===== src/rtl/seq_party_select_acc.sv =====
// Sequential garbler/evaluator select-and-accumulate block.
// A registered select bit picks one party's word each step to update two seeded state banks.
module seq_party_select_acc #(
    parameter int WIDTH    = 8,
    parameter int CC       = 16,
    parameter int MODE     = 0,
    parameter int SEL_INIT = 0
) (
    input  logic             clk,
    input  logic             rst,
    input  logic             start,
    input  logic             en,
    input  logic [WIDTH-1:0] g_init,
    input  logic [WIDTH-1:0] e_init,
    input  logic [WIDTH-1:0] g_input,
    input  logic [WIDTH-1:0] e_input,
    output logic [WIDTH-1:0] o,
    output logic             o_valid,
    output logic             busy,
    output logic             done
);

    localparam int CNT_W = (CC > 1) ? $clog2(CC) : 1;
    localparam logic [CNT_W-1:0] LAST_CNT = CNT_W'(CC - 1);

    typedef enum logic [1:0] {IDLE, LOAD, RUN, DONE} state_t;

    state_t           state;
    logic             sel_q;
    logic [WIDTH-1:0] acc_g;
    logic [WIDTH-1:0] acc_e;
    logic [CNT_W-1:0] cnt;

    logic [WIDTH-1:0] p;
    logic [WIDTH-1:0] ng;
    logic [WIDTH-1:0] ne;
    logic [WIDTH-1:0] r;

    // Next-state of both banks for one evaluation step; only the selected party's bank moves in add mode.
    always_comb begin
        p  = sel_q ? g_input : e_input;
        ng = acc_g;
        ne = acc_e;
        r  = '0;
        if (MODE == 0) begin
            ng = acc_g & p;
            ne = acc_e & ~p;
            r  = ng | ne;
        end else begin
            if (sel_q) begin
                ng = acc_g + p;
                r  = ng;
            end else begin
                ne = acc_e + p;
                r  = ne;
            end
        end
    end

    always_ff @(posedge clk or negedge rst) begin
        if (!rst) begin
            state   <= IDLE;
            sel_q   <= 1'b0;
            acc_g   <= '0;
            acc_e   <= '0;
            cnt     <= '0;
            o       <= '0;
            o_valid <= 1'b0;
            busy    <= 1'b0;
            done    <= 1'b0;
        end else begin
            o_valid <= 1'b0;
            done    <= 1'b0;
            case (state)
                IDLE: begin
                    if (start) begin
                        state <= LOAD;
                        busy  <= 1'b1;
                    end
                end
                LOAD: begin
                    acc_g <= g_init;
                    acc_e <= e_init;
                    sel_q <= (SEL_INIT != 0);
                    cnt   <= '0;
                    state <= RUN;
                end
                RUN: begin
                    // en low is a full stall: nothing in the datapath or the step count moves.
                    if (en) begin
                        acc_g   <= ng;
                        acc_e   <= ne;
                        o       <= r;
                        o_valid <= 1'b1;
                        sel_q   <= ^p;
                        if (cnt == LAST_CNT) begin
                            state <= DONE;
                            busy  <= 1'b0;
                            done  <= 1'b1;
                        end else begin
                            cnt <= cnt + 1'b1;
                        end
                    end
                end
                DONE: begin
                    state <= IDLE;
                end
                default: begin
                    state <= IDLE;
                end
            endcase
        end
    end

endmodule


===== config.mk =====
export PLATFORM = sky130hd
export DESIGN_NAME = seq_party_select_acc
export DESIGN_NICKNAME = d
export VERILOG_FILES = /design/src/rtl/seq_party_select_acc.sv
export SDC_FILE = /design/constraint.sdc
export NUM_CORES = 1
export LEC_CHECK = 0
export BUFFER_PORTS_ARGS = -buffer_cell sky130_fd_sc_hd__clkbuf_2
export CORE_MARGIN = 2
export CORE_UTILIZATION = 35
export DETAILED_ROUTE_END_ITERATION = 8
export GPL_TIMING_DRIVEN = 0
export PLACE_DENSITY = 0.67
export SYNTH_ARGS = -nofsm -noshare
export SYNTH_HDL_FRONTEND = slang
export SYNTH_SLANG_ARGS = --single-unit

===== constraint.sdc =====
create_clock -name clk -period 1.7 [get_ports clk]
set_input_delay 0.085 -clock clk [delete_from_list [all_inputs] [get_ports clk]]
set_output_delay 0.085 -clock clk [all_outputs]
set_load 0.01 [all_outputs]

After elaboration in Yosys (flattened, before gate mapping)
Cells that the tools add are included.
- flip-flop bits (word level): 34
- input bits: 36
- output and inout bits: 11
- logic and storage cells: 54
- $add $sub $neg: 1
- eq/ne operators: 8
- muxes and demuxes: 23
- bitwise logic cells: 4
- reductions and logical operators: 9
- operators by type and width (kind ; count):
    8-bit case mux with 2 select lines ; 2
    8-bit 2-to-1 mux ; 3
    8-bit bitwise AND ; 2
    1-bit 2-to-1 mux ; 9
    4-bit 2-to-1 mux ; 2
    2-bit inequality test (second input constant) ; 4
    8-bit NOT ; 1
    8-bit bitwise OR ; 1
    2-bit case mux with 4 select lines ; 1
    4-bit case mux with 2 select lines ; 1
    8-bit XOR reduction ; 1
    2-bit 2-to-1 mux ; 3
    3-bit AND reduction ; 2
    4-bit by 1-bit adder with 4-bit output (second input constant) ; 1
    2-bit == test (second input constant) ; 2
    4-bit == test (second input constant) ; 1
    1-bit case mux with 2 select lines ; 2
    2-bit AND reduction ; 2
    4-bit AND reduction ; 1
    2-bit nonzero test ; 2
    2-bit by 1-bit == test with 1-bit output (second input constant) ; 1
    2-bit logical NOT ; 1

Longest topological paths before layout
Gate-level depths: netlist (run 1).
- depth after elaboration: 5
- gate-level depth with buffers: 9
- gate-level depth less buffers: 8

Worst setup path after synthesis (run 1)
Ideal clock, no wire load.
- path kind: register to register
- start: reg state[0]
- end: reg cnt[3]
- arrival time: 1369 ps
- setup slack: 210 ps
- cell stages (with the launch flop): 10
- path buffers: 1
- cells stage by stage: dfrtp_1 inv_1 ha_1 nand2_4 inv_4 and2_4 buf_6 nand4_1 xor2_1 nor2_1
- word-level cells in the longest chain between the ends: 3
- elaborated cells on any way between the ends: 7
- those cells by class: 4 x eq/ne; 1 x mux; 2 x reduce/logical
- ends and longest elaborated chain (item ; line ; RTL):
    from (decl) ; 28 ; state_t state;
    from (signal assigned) ; 62 ; state <= IDLE;
    from (signal assigned) ; 77 ; state <= LOAD;
    from (signal assigned) ; 86 ; state <= RUN;
    2-bit == test or 2-bit by 1-bit == test with 1-bit output (tied branches) ; 74 ; case (state)
    2-bit inequality test (no source line) or 2-bit nonzero test (tied branches) ; -- ;
    3-bit AND reduction (no source line) ; -- ;
    to (signal assigned) ; 101 ; cnt <= cnt + 1'b1;
    to (decl) ; 32 ; logic [CNT_W-1:0] cnt;
Parallel ways exist; a longest one is shown, timed or not.
A chain may end at the register's enable or synchronous reset.

Final worst setup path (run 1)
Ends and elaborated chain as after synthesis.

==> impl_metrics.toml, run 1 <==
[floorplanning]
ios = 47
fp.dieW_um = 75.4
coreArea_um2 = 4820
num_rows = 25
dieArea_um2 = 5690
start_util_pct = 37.0
die_h_um = 75.4

[detailed_routing]
drtAntennaViolNets = 0
wl_per_cell_um = 13.2
first_pass_iters = 4
first_iter_violations = 61
vias_per_cell = 4.93
wirelength_mm = 3.92
drcViolationCount = 0
vias = 1458

[layout]
fin_util_pct = 47.3
diodes = 0
layout_common_cells = "47 x clkbuf_2, 34 x dfrtp_1, 28 x nand2_1"
final_nets = 268
fillCellCount = 481
regArea_um2 = 851
drive_gt1_share_pct = 31.0
final_common_cell = "clkbuf_2"
layout.cells.non_filler = 296
area_delta_synth_final_pct = 27.8
finalInstanceArea_um2 = 2280
multi_input_area_um2 = 883

[timing]
fin_crit_ns = 1.58
setup_viol = 0
worstMarginPinSlew_ns = 0.859
fin_setup_tns_ns = 0
hold_viol = 0
fmax_mhz = 633
relSlewSlack_pct = 42.7
fin_crit_sh_pct = 92.9
rsz0062_at_grt = "false"
final_max_slew_viol_count = 0
finalClockSkew_ns = 0.00286

[setup_path]
arrival_ns = 1.75
cp_max_fo = 9
required_ns = 1.88
end_kind = "register"
cp-endpoint = "cnt[3]"
start_kind = "register"
crit_path_start = "state[0]"
worstSetupPathType = "register to register"
reg2reg_slack_ns = 0.12
reg2regPathDepth = 9
rr_startpoint = "state[0]"
regToRegEndpoint = "cnt[3]"

[worst_hold_path]
hold_class = "primary input to register"
min_delay_path_depth = 2

[global_route]
grt_antenna_before_repair = 0
grt_max_degree = 35
grt_overflow = 0
grt_pass1_wl_mm = 6.17
track_usage_pct = 14.6
grt_pass1_vias = 1326

[clock_tree]
root_buffer = "clkbuf_8"
cts_buffers = 5
htree_levels = 2
clock_sinks = 34
cts_tree = "yes"
clk_path_buf_depth = 2
clock_latency_ns = 0.28
clkTransAtPathRegs_ns = 0.07

[placed_design]
gp_congestion = 0.771
placed_area_um2 = 2100
place.port_buffers = 46
hpwl_mm = 2.84
post-place-cells = 284

[power]
power_leakage_nw = 1.12
peakVddDrop_mv = 0.486
powerDensity_nw_per_um2 = 1570

[flow_run]
cap_violations = 0

[logic_synthesis]
synth_area_um2 = 1780
syn_inst = 171
synth_seq_area_share_pct = 47.7
ys_warn_count = 0
synth.distinct_cells = 24
ys_ff_latch = 34
syn_area_per_cell_um2 = 10.4
synth_nets = 211

[status]
status = "complete, no violations"
==> what timing repair did <==
item                                    CTS  global route
buffers inserted                          0             3
pin swaps                                 0             1
endpoints found under the hold margin    34             0
resized for setup                         4             9
endpoints found under the setup margin   12            11
hold buffers                              1             0
==> cell type report <==
type	count	area share [%]
Multi-Input combinational cell	124	38.7
Clock buffer	8	4.83
Buffer	9	3.02
Inverter	4	0.878
Timing Repair Buffer	50	11.5
Tap cell	67	3.68
Sequential cell	34	37.3
==> critical path, stage by stage, from the launching register on <==
cell,delay [ns]
dfrtp_1,0.40
inv_2,0.09
ha_4,0.18
nand2_4,0.11
inv_6,0.08
and2_4,0.13
buf_6,0.11
nand4_1,0.13
xor2_1,0.20
nor2_1,0.05
==> metrics by stage <==
step           hold slack (ns)  power [mW]  setup WS [ns]
2_1_floorplan           -0.211        2.38          0.210
3_3_place_gp             0.220        2.76        -0.0787
3_5_place_dp             0.238        2.80         -0.123
4_1_cts                 0.0167        3.53         0.0153
5_1_grt                 0.0312        3.88        0.00509
6_report                0.0178        3.58          0.121
==> sequential cells by signal (all words and copies together), names as in the netlist <==
| signal | cells |
|---|---|
| done | 1 |
| cnt | 4 |
| acc_e | 8 |
| busy | 1 |
| o | 8 |
| sel_q | 1 |
| state | 2 |
| o_valid | 1 |
| acc_g | 8 |
==> report_power, final <==
group | switching (mW) | internal (mW) | total, mW
Clock | 0.285 | 0.409 | 0.694
Sequential | 0.188 | 1.12 | 1.31
Combinational | 0.821 | 0.761 | 1.58
==> logic make-up (layout without fill, tap and decap cells) <==
logic type / count (synthesis) / count (layout) / share of synthesized area [%]
AND/OR/NAND/NOR: 42 / 42 / 10.5
AO/OA/AOI/OAI: 40 / 40 / 14.2
buffers and inverters: 13 / 71 / 4.35
multiplexers: 25 / 25 / 14.0
flip-flops: 34 / 34 / 47.7
XOR/XNOR: 13 / 13 / 6.38
adder cells (fa/ha/maj): 4 / 4 / 2.81
==> metal layers <==
layer	GRT usage, %	part of all wire (%)	vias up
met5	0	0	-
li1	-	-	712
met2	21.4	46	39
met4	4.68	1.6	0
met3	3.97	5.0	6
met1	20.9	48	701
==> synth_stat cells <==
library cell	number	share of area, %
a21oi_1	2	0.56
a22o_1	12	5.9
and2_4	1	0.49
buf_2	3	0.84
buf_6	3	1.9
clkbuf_1	3	0.63
dfrtp_1	34	48
ha_1	4	2.8
inv_1	3	0.63
inv_4	1	0.35
mux2i_1	25	14
nand2_1	28	5.9
nand2_4	1	0.63
nand2b_1	1	0.35
nand3_1	4	1.1
nand4_1	2	0.70
nor2_1	3	0.63
nor2b_1	2	0.70
o211ai_1	2	0.84
o21ai_0	19	5.3
o21ai_1	4	1.1
o22a_1	1	0.49
xnor2_1	3	1.5
xor2_1	10	4.9
==> worst min-delay path by stage <==
stage / start / end
floorplan: rst / acc_e[0]
global placement: rst / o[5]
detailed placement: rst / o[5]
CTS: e_init[5] / acc_e[5]
global route: e_init[5] / acc_e[5]
finish: e_init[5] / acc_e[5]
(Power assumes the default switching activity.)
==> inputs of run 2 (changes only) <==
CTS_BUF_LIST = sky130_fd_sc_hd__clkbuf_2 sky130_fd_sc_hd__clkbuf_4 sky130_fd_sc_hd__clkbuf_8   (was default)
GPL_TIMING_DRIVEN = default   (was 0)
==> run 2 against run 1 <==
Critical path depth decreased by 1. Utilization decreased by 1.5 points. Critical path type unchanged. Total power decreased by 5.1%. Sequential cell count unchanged. Global-route usage decreased by 0.34 points. Combinational power decreased by 6%. Wire length decreased by 5.0%. First-iteration DRC count decreased by 23%. Largest power group unchanged. Design area decreased by 3.2%. Hold slack improved by 0.0054 ns. Die area unchanged. Cell count decreased by 1.4%.
==> impl_metrics.toml, run 2 (synthesis results as in run 1) <==
[global_route]
grt_max_degree = 35
track_usage_pct = 14.2
grt_pass1_wl_mm = 6.03
grt_overflow = 0
grt_antenna_before_repair = 0
grt_pass1_vias = 1329

[timing]
fin_crit_ns = 1.55
worstMarginPinSlew_ns = 0.383
relSlewSlack_pct = 73.7
fin_crit_sh_pct = 91.1
timing.hold.ws_ns = 0.0232
final_max_slew_viol_count = 0
setup_viol = 0
finalClockSkew_ns = 0.00544
rsz0062_at_grt = "false"
fmax_mhz = 646
hold_viol = 0
fin_setup_tns_ns = 0

[layout]
fillCellCount = 458
final_common_cell = "clkbuf_2"
multi_input_area_um2 = 858
reg.largest.list = "acc_e x8, acc_g x8, o x8"
layout_common_cells = "46 x clkbuf_2, 34 x dfrtp_1, 27 x nand2_1"
final_nets = 264
regArea_um2 = 851
fin_util_pct = 45.8
diodes = 0
area_delta_synth_final_pct = 23.6
drive_gt1_share_pct = 29.3

[setup_path]
arrival_ns = 1.71
rr_startpoint = "state[0]"
max_stage_delay_ns = 0.40
critPathTopFamily = "simple AND/OR/NAND/NOR gates"
crit_path_start = "state[0]"
reg2reg_slack_ns = 0.15
cp_cell_sequence = "inv_1 -> ha_1 -> nand2_4 -> inv_4 -> and2_4 -> nand4_1 -> xor2_1 -> nor2_1"
cp-endpoint = "cnt[3]"
crit_cells = 8
reg2regPathDepth = 8
regToRegEndpoint = "cnt[3]"
worstSetupPathType = "register to register"
required_ns = 1.87
end_kind = "register"
cp_max_fo = 8
start_kind = "register"
slowest_stage = "dfrtp_1"
crit_buf_inv = 2

[placed_design]
gp_congestion = 0.739
hpwl_mm = 2.80
place.port_buffers = 46

[clock_tree]
clock_latency_ns = 0.28
cts_buffers = 5
clkTransAtPathRegs_ns = 0.07
clock_sinks = 34
htree_levels = 2
clk_path_buf_depth = 2
cts_tree = "yes"
root_buffer = "clkbuf_8"
post_cts_buffers = 0

[detailed_routing]
drtAntennaViolNets = 0
first_pass_iters = 4
drcViolationCount = 0
first_iter_violations = 47
vias_per_cell = 4.80
wl_per_cell_um = 12.7
vias = 1403
wirelength_mm = 3.72

[worst_hold_path]
hp-start = "e_init[0]"
hold_class = "primary input to register"

[floorplanning]
ios = 47
coreArea_um2 = 4820
die_h_um = 75.4
num_rows = 25
fp.dieW_um = 75.4
start_util_pct = 37.0
dieArea_um2 = 5690

[power]
peakVddDrop_mv = 0.626
power_leakage_nw = 1.09
powerDensity_nw_per_um2 = 1540

[status]
status = "complete, no violations"

[flow_run]
cap_violations = 0
## run 2: cell types whose count changed in the layout (fill, tap and decap cells not counted), moves of 2 or more
cell / change
clkbuf_1: -2
buf_6: -3
buf_4: +3
clkbuf_8: -2
## run 2: what timing repair did
| item | in CTS | in global routing |
|---|---|---|
| setup endpoints to repair | 0 | 8 |
| endpoints found under the hold margin | 34 | 0 |
| resized for setup | 0 | 1 |
| hold buffers | 1 | 0 |
## run 2: area by class of cell
class                           count  area share (%)
Clock buffer                        7            4.08
Clock inverter                      1           0.227
Inverter                            4           0.794
Multi-Input combinational cell    124            38.9
Sequential cell                    34            38.6
Tap cell                           67            3.80
Timing Repair Buffer               55            13.6
## run 2: how the worst min path moves through the flow
| stage | endpoint | cells after the start |
|---|---|---|
| 3_5_place_dp | o[4] | 2 |
| 3_3_place_gp | o[4] | 2 |
| 5_1_grt | acc_e[0] | 2 |
| 4_1_cts | acc_e[0] | 2 |
| 6_report | acc_e[0] | 2 |
| 2_1_floorplan | acc_e[0] | 0 |
## run 2: per-layer routing
metal,up-vias,GRT usage (%),routed length [µm]
met5,-,0,0
met4,0,4.68,61
met3,6,4.37,162
met2,35,22.2,1730
met1,657,18.9,1760
li1,705,-,-
## run 2: worst register-to-register path: cells and delay by family (launching register included)
family        cells  cell delay, ns
simple gates      4            0.46
flops             1            0.40
fa+ha+maj         1            0.22
xor+xnor          1            0.16
buf+inv           2            0.21
## run 2: where the power goes
group	switching [mW]	internal, mW	leakage, nW
combinational	0.785	0.691	0.604
sequential	0.186	1.12	0.436
clock	0.276	0.342	0.0517
## run 2: metrics by stage
| stage | cell area (µm²) | worst slack, ns | instances | power [mW] |
|---|---|---|---|---|
| floorplan | 1780 | 0.210 | 171 | 2.38 |
| global placement | 2100 | 0.144 | 283 | 2.75 |
| finish | 2210 | 0.152 | 292 | 3.40 |
| detailed placement | 2100 | 0.0246 | 283 | 2.81 |
| global route | 2210 | 0.000456 | 292 | 3.70 |
| CTS | 2200 | 0.0283 | 292 | 3.44 |
==> inputs of run 3 (changes only) <==
ABC_CLOCK_PERIOD_IN_PS = 1700   (was default)
MAX_ROUTING_LAYER = met4   (was default)
==> run 3 against run 2 <==
Utilization is the same. Wire length is the same. Maximum frequency hardly changed. Clock power hardly changed. Via count hardly changed. Sequential share of layout area stayed put. Sequential cell count stayed put. Highest routed layer unchanged. Total power hardly changed. Global-route usage increased by 0.44 points. Clock skew is essentially flat. Cell count stayed put.
==> impl_metrics.toml, run 3 (synthesis results as in run 1) <==
[timing]
fmax_mhz = 645
rsz0062_at_grt = "false"
fin_crit_ns = 1.55
finalClockSkew_ns = 0.00535
setup_viol = 0
fin_crit_sh_pct = 91.2
hold_viol = 0
final_max_slew_viol_count = 0
fin_ws_ns = 0.150
relSlewSlack_pct = 73.7
worstMarginPinSlew_ns = 0.383
fin_setup_tns_ns = 0

[global_route]
grt_overflow = 0
grt_pass1_vias = 1323
grt_max_degree = 35
track_usage_pct = 14.7
grt_pass1_wl_mm = 6.03
grt_antenna_before_repair = 0

[detailed_routing]
first_iter_violations = 49
drcViolationCount = 0
vias_per_cell = 4.80
wirelength_mm = 3.72
wl_per_cell_um = 12.7
drtAntennaViolNets = 0
vias = 1402
first_pass_iters = 4

[layout]
final_common_cell = "clkbuf_2"
final_nets = 264
fin_util_pct = 45.8
reg.largest.list = "acc_e x8, acc_g x8, o x8"
area_delta_synth_final_pct = 23.6
layout_common_cells = "46 x clkbuf_2, 34 x dfrtp_1, 27 x nand2_1"
diodes = 0
drive_gt1_share_pct = 29.3

[floorplanning]
start_util_pct = 37.0
die_h_um = 75.4
coreArea_um2 = 4820
fp.dieW_um = 75.4
dieArea_um2 = 5690
ios = 47
num_rows = 25

[clock_tree]
clock_sinks = 34
clock_latency_ns = 0.28
clkTransAtPathRegs_ns = 0.07
cts_buffers = 5
clk_path_buf_depth = 2
cts_tree = "yes"
root_buffer = "clkbuf_8"
htree_levels = 2

[setup_path]
arrival_ns = 1.71
worstSetupPathType = "register to register"
cp_max_fo = 8
start_kind = "register"
required_ns = 1.86
end_kind = "register"

[power]
p_seq_share_pct = 38.4
powerDensity_nw_per_um2 = 1540
power_switching_mw = 1.25
pwr-share-clk_pct = 18.2
swShare_pct = 36.7
peakVddDrop_mv = 0.626
internal_power_mw = 2.15
power.share.combinational_pct = 43.4
finalPower_mw = 3.40
power_leakage_nw = 1.09

[status]
status = "complete, no violations"

[placed_design]
gp_congestion = 0.749
dpl_worst_slack_ns = 0.0246
place.port_buffers = 46
hpwl_mm = 2.80

[worst_hold_path]
hold_class = "primary input to register"

[flow_run]
cap_violations = 0
## run 3: cell counts in the layout (fill, tap and decap cells not counted)
No cell type changed its count.
## run 3: metal layers
metal	track usage [%]	share of wire (%)	vias to the layer above
met5	-	0	-
li1	-	-	704
met1	18.9	47	657
met2	22.2	47	35
met3	4.37	4.4	6
met4	4.68	1.6	0
## run 3: worst max-delay path, stage by stage (launching register included)
cell     delay (ns)
dfrtp_1        0.40
inv_1          0.09
ha_1           0.22
nand2_4        0.11
inv_4          0.12
and2_4         0.18
nand4_1        0.11
xor2_1         0.16
nor2_1         0.06
## run 3: timing repair
action	4_1_cts	5_1_grt
resized for setup	0	1
setup buffers	0	0
endpoints found under the hold margin	34	0
endpoints found under the setup margin	0	8
hold buffers	1	0
## run 3: final timing paths
path | slack [ns] | end | from | depth (start not counted)
min in group asynchronous | 0.36 | o[5] | rst | 3
hold reg to reg | 0.48 | o[2] | o[2] | 2
hold / removal | 0.02 | acc_e[0] | e_init[0] | 2
max in group asynchronous | 1.03 | acc_g[6] | rst | 3
setup / recovery | 0.15 | cnt[3] | state[0] | 8
setup reg to reg | 0.15 | cnt[3] | state[0] | 8
## run 3: cell type report
class,instances,area (µm²)
Clock inverter,1,5.00
Fill cell,458,2610
Sequential cell,34,851
Tap cell,67,83.8
Clock buffer,7,90.1
Inverter,4,17.5
Timing Repair Buffer,55,300
Multi-Input combinational cell,124,858
## run 3: per-stage QoR
step | hold slack, ns | cells | area, µm²
2_1_floorplan | -0.211 | 171 | 1780
3_3_place_gp | 0.134 | 283 | 2100
3_5_place_dp | 0.139 | 283 | 2100
4_1_cts | 0.0167 | 292 | 2200
5_1_grt | 0.0216 | 292 | 2210
6_report | 0.0237 | 292 | 2210
## run 3: power groups by stage
stage,Sequential [mW],Combinational (mW),Clock [mW]
floorplan,1.31,1.06,0
global placement,1.31,1.44,0
detailed placement,1.32,1.49,0
CTS,1.31,1.49,0.635
global route,1.35,1.68,0.677
finish,1.31,1.48,0.618
